`config.mk`:
```
export PLATFORM = sky130hd
export DESIGN_NAME = dmem_arbiter
export DESIGN_NICKNAME = d
export VERILOG_FILES = /design/src/rtl/dmem_arbiter.sv
export SDC_FILE = /design/constraint.sdc
export NUM_CORES = 1
export LEC_CHECK = 0
export CAP_MARGIN = 40
export CORE_AREA = 2 2 106 108
export DETAILED_ROUTE_END_ITERATION = 6
export DIE_AREA = 0 0 108 110
export MAX_ROUTING_LAYER = met4
export PLACE_DENSITY = 0.72
export SYNTH_ARGS = -nofsm -noshare
export SYNTH_HDL_FRONTEND = slang
export SYNTH_SLANG_ARGS = --single-unit
```
`constraint.sdc`:
```
create_clock -name clock -period 4.1 [get_ports clock]
set_input_delay 0.82 -clock clock [delete_from_list [all_inputs] [get_ports clock]]
set_output_delay 0.82 -clock clock [all_outputs]
set_load 0.05 [all_outputs]
```
`src/rtl/dmem_arbiter.sv`:
```
// Two-port arbiter in front of the single-port 32-word data RAM: round-robin with an
// atomic lock for read-modify-write. Define DMEM_ARB_CPU_PRIO_EN for fixed port-0 priority.
module dmem_arbiter #(
    parameter int DATA_W     = 32,
    parameter int DEPTH_LOG2 = 5
) (
    input  logic                  clock,
    input  logic                  resetn,
    input  logic                  req0,
    input  logic                  we0,
    input  logic                  lock0,
    input  logic [31:0]           addr0,
    input  logic [DATA_W-1:0]     wdata0,
    output logic                  gnt0,
    output logic                  rvalid0,
    output logic [DATA_W-1:0]     rdata0,
    input  logic                  req1,
    input  logic                  we1,
    input  logic                  lock1,
    input  logic [31:0]           addr1,
    input  logic [DATA_W-1:0]     wdata1,
    output logic                  gnt1,
    output logic                  rvalid1,
    output logic [DATA_W-1:0]     rdata1,
    output logic                  mem_we,
    output logic [DEPTH_LOG2-1:0] mem_addr,
    output logic [DATA_W-1:0]     mem_din,
    input  logic [DATA_W-1:0]     mem_dout,
    output logic                  err
);

    logic                  last_grant_q, last_grant_d;
    logic                  owner_locked_q, owner_locked_d;
    logic                  rsp_pending_q, rsp_pending_d;
    logic                  rsp_port_q, rsp_port_d;
    logic                  err_q, err_d;
    logic [DEPTH_LOG2-1:0] addr_hold_q, addr_hold_d;
    logic [DATA_W-1:0]     din_hold_q, din_hold_d;

    logic                  grant_any;
    logic                  grant_port;
    logic                  owner_lock;
    logic                  lock_hold;
    logic                  sel_we;
    logic                  sel_lock;
    logic [31:0]           sel_addr;
    logic [DATA_W-1:0]     sel_wdata;
    logic                  addr_lsb_unused;

    // The lock only holds while the owner still asserts its lock line.
    assign owner_lock = last_grant_q ? lock1 : lock0;
    assign lock_hold  = owner_locked_q & owner_lock;

    always_comb begin
        grant_any  = 1'b0;
        grant_port = 1'b0;
        if (req0 && req1) begin
            grant_any = 1'b1;
`ifdef DMEM_ARB_CPU_PRIO_EN
            grant_port = 1'b0;
`else
            grant_port = lock_hold ? last_grant_q : ~last_grant_q;
`endif
        end else if (req0) begin
            grant_any  = 1'b1;
            grant_port = 1'b0;
        end else if (req1) begin
            grant_any  = 1'b1;
            grant_port = 1'b1;
        end
        if (!resetn) begin
            grant_any = 1'b0;
        end
    end

    assign sel_we          = grant_port ? we1    : we0;
    assign sel_lock        = grant_port ? lock1  : lock0;
    assign sel_addr        = grant_port ? addr1  : addr0;
    assign sel_wdata       = grant_port ? wdata1 : wdata0;
    assign addr_lsb_unused = ^sel_addr[1:0];

    assign gnt0     = grant_any & ~grant_port;
    assign gnt1     = grant_any & grant_port;
    assign mem_we   = grant_any & sel_we;
    assign mem_addr = grant_any ? sel_addr[DEPTH_LOG2+1:2] : addr_hold_q;
    assign mem_din  = grant_any ? sel_wdata : din_hold_q;

    always_comb begin
        last_grant_d   = last_grant_q;
        owner_locked_d = owner_locked_q;
        rsp_pending_d  = 1'b0;
        rsp_port_d     = rsp_port_q;
        err_d          = err_q;
        addr_hold_d    = addr_hold_q;
        din_hold_d     = din_hold_q;
        if (grant_any) begin
            last_grant_d   = grant_port;
            owner_locked_d = sel_lock;
            rsp_pending_d  = ~sel_we;
            rsp_port_d     = grant_port;
            err_d          = err_q | (|sel_addr[31:DEPTH_LOG2+2]);
            addr_hold_d    = sel_addr[DEPTH_LOG2+1:2];
            din_hold_d     = sel_wdata;
        end else if (!owner_lock) begin
            owner_locked_d = 1'b0;
        end
    end

    always_ff @(posedge clock or negedge resetn) begin
        if (!resetn) begin
            last_grant_q   <= 1'b1;
            owner_locked_q <= 1'b0;
            rsp_pending_q  <= 1'b0;
            rsp_port_q     <= 1'b0;
            err_q          <= 1'b0;
            addr_hold_q    <= '0;
            din_hold_q     <= '0;
        end else begin
            last_grant_q   <= last_grant_d;
            owner_locked_q <= owner_locked_d;
            rsp_pending_q  <= rsp_pending_d;
            rsp_port_q     <= rsp_port_d;
            err_q          <= err_d;
            addr_hold_q    <= addr_hold_d;
            din_hold_q     <= din_hold_d;
        end
    end

    // RAM read data is already registered, so both ports simply see mem_dout.
    assign rvalid0 = rsp_pending_q & ~rsp_port_q;
    assign rvalid1 = rsp_pending_q & rsp_port_q;
    assign rdata0  = mem_dout;
    assign rdata1  = mem_dout;
    assign err     = err_q;

endmodule

```
After elaboration in Yosys (flattened, before gate mapping) --
Cells that the tools add are included. W data, S select, Z words.
Storage, ports and cells: register bits after elaboration 42, input bits 168
Cells by class: equality and inequality tests 1, muxes and demuxes 17, bitwise logic cells 11, reduce and logical (&&, ||, !) cells 2
Operators with widths (count):
- $mux W32 | 3
- $reduce_or A25 Y1 | 1
- $mux W1 | 13
- $and A1 B1 Y1 | 6
- $mux W5 | 1
- $not A1 Y1 | 4
- $ne A2 B2 Y1 const B | 1
- $logic_and A1 B1 Y1 | 1
- $or A1 B1 Y1 | 1

Logic depth before layout (Yosys ltp) --
Gate-level depths: netlist of run 1.
depth after elaboration 7, depth in mapped cells 5, mapped depth without buffers 4

Least setup slack after synthesis of run 1 --
No wires, ideal clock.
path kind input-to-output, start point in lock0, end point out mem_addr[0], arrival time 2.170 ns, setup slack 1.110 ns, cell stages on the path 5, path buffers 1, cell sequence and4b_4 a2111oi_4 buf_6 a222oi_1 inv_1
On the way: longest elaborated chain between the ends 6
RTL lines:
- start: declaration | RTL line 11 | input logic lock0,
- $mux W1 | RTL line 51 | assign owner_lock = last_grant_q ? lock1 : lock0;
- $and A1 B1 Y1 | RTL line 52 | assign lock_hold = owner_locked_q & owner_lock;
- $mux W1 | RTL line 62 | grant_port = lock_hold ? last_grant_q : ~last_grant_q;
- $mux W1 | RTL line 57 | if (req0 && req1) begin
- $mux W32 | RTL line 78 | assign sel_addr = grant_port ? addr1 : addr0;
- $mux W5
- end: declaration | RTL line 26 | output logic [DEPTH_LOG2-1:0] mem_addr,
No other way between the ends.

Worst setup path in the final report of run 1 --
start point in req0, end point out mem_addr[2]
On the way: longest elaborated chain between the ends 4
RTL lines:
- start: declaration | RTL line 9 | input logic req0,
- $mux W1 or $logic_and A1 B1 Y1 (tied branches) | RTL line 64, 57
- $mux W1 | RTL line 57
- $mux W32 or $mux W1 (tied branches) | RTL line 78, 71
- $mux W5 (*)
Mark *: on every way between the ends. The rest lies on a longest branch, timed or not.

==> results of run 1 <==
==> state kept, by name, summed over array words and instances, names as in the netlist <==
register / count
owner_locked_q: 1
rsp_pending_q: 1
addr_hold_q: 5
last_grant_q: 1
rsp_port_q: 1
err: 1
din_hold_q: 32
==> area by class of cell <==
type / count / area, um2
Sequential cell: 42 / 1050
Clock buffer: 7 / 86.3
Clock inverter: 1 / 5.00
Tap cell: 140 / 175
Multi-Input combinational cell: 78 / 693
Inverter: 39 / 146
Timing Repair Buffer: 179 / 2150
Fill cell: 1032 / 6390
==> how the worst max path moves through the flow <==
stage | start | end | slack, ns | cells after the start
floorplan | lock0 | mem_addr[0] | 1.11 | 5
CTS | req1 | mem_din[3] | 0.30 | 7
global placement | req1 | mem_din[31] | 0.40 | 7
detailed placement | req0 | mem_din[3] | 0.31 | 7
finish | req0 | mem_addr[2] | 0.31 | 7
global route | req0 | mem_din[1] | 0.19 | 7
==> through the flow <==
stage / setup WS (ns) / instances / utilization / total power, uW
after floorplan: 1.11 / 235 / - / 1040
after global placement: 0.403 / 478 / 0.394 / 1310
after detailed placement: 0.312 / 478 / 0.394 / 1320
after CTS: 0.305 / 486 / 0.403 / 1620
after global routing: 0.186 / 486 / 0.403 / 1670
final: 0.315 / 486 / 0.403 / 1590
==> synthesized netlist by cell type <==
library cell,number
o31ai_1,1
and3b_1,1
a222oi_1,37
nor4_1,10
o311a_4,1
buf_6,8
mux2i_1,1
o21ai_1,3
nor2b_1,1
buf_2,3
a211oi_1,1
nand4_1,2
bufbuf_8,1
and2_1,2
o21ai_2,2
and4b_4,1
inv_1,39
buf_4,64
nor3b_1,1
nor2_1,4
a2111oi_4,1
nand3b_2,1
dfrtp_1,41
nand3_1,2
o21a_1,1
a21o_1,1
a21boi_4,1
a21oi_1,1
dfstp_2,1
nor3_1,2
==> logic make-up (layout without fill, tap and decap cells) <==
logic type             after synthesis  in the layout  synth area share
AO/OA/AOI/OAI                       50             50             0.203
buffers and inverters              115            226             0.302
flip-flops                          42             42             0.423
multiplexers                         1              1           0.00402
AND/OR/NAND/NOR                     27             27            0.0684
==> cells in the final DEF (no fill, tap or decap), drive strengths merged, types with 2 or more instances in the layout <==
| cell type | Yosys | final |
|---|---|---|
| clkdlybuf4s50 | 0 | 134 |
| buf | 75 | 45 |
| dfrtp | 41 | 41 |
| inv | 39 | 39 |
| a222oi | 37 | 37 |
| nor4 | 10 | 10 |
| clkbuf | 0 | 7 |
| o21ai | 5 | 5 |
| nor2 | 4 | 4 |
| and2 | 2 | 2 |
| nand4 | 2 | 2 |
| nor3 | 2 | 2 |
| nand3 | 2 | 2 |
==> power by group <==
part           switching [uW]  internal [uW]
clock network             149            136
registers                21.7            478
logic                     404            403
==> routing by layer <==
| layer | GRT usage | routed length, um |
|---|---|---|
| met3 | 0.0341 | 748 |
| met1 | 0.143 | 2890 |
| met5 | - | 0 |
| met2 | 0.243 | 4190 |
| met4 | 0.0559 | 218 |
==> worst max-delay path, stage by stage <==
cell and delay (ns):
clkdlybuf4s50_1 0.60, o21ai_4 0.56, a2111oi_4 0.10, buf_4 0.26
a222oi_1 0.30, inv_1 0.14, buf_12 0.17
==> results.yml, run 1 <==
status:
  outcome: "finished, final reports clean"
worst_setup_path:
  cp.arrival_ns: 2.97
  reg2reg_slack_ns: 2.04
  crit_path_end_kind: "primary output"
  cp_max_fo: 27
  r2r-end: "addr_hold_q[2]$_DFF_PN0_"
  crit_required_ns: 3.28
  crit_type: "primary input to primary output"
  startpoint_type: "primary input"
  r2r-start: "last_grant_q$_DFFE_PN1P_"
  reg2regPathDepth: 5
timing:
  grt_setup_unrepaired: "no"
  holdWs_ns: 0.492
  period_minus_slack_ns: 3.79
  finalSetupTns_ns: 0
  final_hold_viol_count: 0
  fmax_mhz: 264
  post-route-period-util: 0.923
  relSlewSlack: 0.614
  tightest_slew_ns: 0.577
  finalSetupViolCount: 0
  final_max_slew_viol_count: 0
  fin_worst_skew_ns: 0.00579
clock_tree:
  cts_resized: 0
  clock-sinks: 42
  worstSkewPairLatency_ns: 0.29
  hold_buffers: 0
  cts_made_buffers: 5
  post_cts_buffers: 0
  h-tree-depth: 2
  path_clk_slew_ns: 0.09
  cts_tree: "yes"
  cts-root-buf: "clkbuf_8"
  clock_path_buffers: 2
drt:
  route.detailed.drc: 0
  ant_nets: 0
  via_count: 2239
  via_per_inst: 4.61
  avgRoutedWirePerCell_um: 16.6
  drt_iter0_drc: 154
  first_pass_iters: 5
  wl_um: 8040
global_routing:
  grt_first_pass_wirelength_um: 12200
  grt_pass1_vias: 2418
  grt_use_total: 0.136
  grt_max_degree: 43
  grt_overflow: 0
  antenna_found_initial: 0
die:
  die_h_um: 110
  ios: 275
  coreArea_um2: 10700
  initial_core_util: 0.233
  num_rows: 38
  die_w_um: 108
  die_area_um2: 11900
logic_synthesis:
  yosysUniqueCellTypes: 30
  synth_cells: 235
  yosys_register_bits: 42
  netlist_area_um2: 2490
  avgSynthCellArea_um2: 10.6
  yosys_warnings: 0
  synth_top_area_frac: 0.412
  synth_area_leaders: "dfrtp_1 41%, buf_4 19%, a222oi_1 15%, inv_1 5.9%, buf_6 3.6%"
  synth_nets: 403
  synth_top_cell_by_area: "dfrtp_1"
  ys_seq_area_frac: 0.423
pwr:
  p_leak_uw: 0.00190
  worst_ir_drop_vdd_uv: 178
  power_density_nw_per_um2: 369
placed_design:
  io_buffer_count: 174
  gp_congestion: 0.792
  dp_hpwl_um: 6310
  postPlaceCellArea_um2: 4220
worst_hold_path:
  min_path_type: "register to register"
  hp-start: "err$_DFFE_PN0P_"
  min_to: "err$_DFFE_PN0P_"
  holdPathStages: 1
final_layout:
  diodes: 0
  drive_gt1_frac: 0.173
  fin_area_um2: 4310
  area_growth_pct: 73.2
  fin_nets: 513
run:
  cap_viol_max_count: 0
No activity file was read; power rests on OpenSTA's default activity.
==> run 2: changes to the inputs <==
--- a/config.mk
+++ b/config.mk
@@ -5,6 +5,7 @@
 export SDC_FILE = /design/constraint.sdc
 export NUM_CORES = 1
 export LEC_CHECK = 0
+export ABC_CLOCK_PERIOD_IN_PS = 4100
 export CAP_MARGIN = 40
 export CORE_AREA = 2 2 106 108
 export DETAILED_ROUTE_END_ITERATION = 6
==> results of run 2 <==
The final DEF is identical to that of run 1; final timing and power are the same.
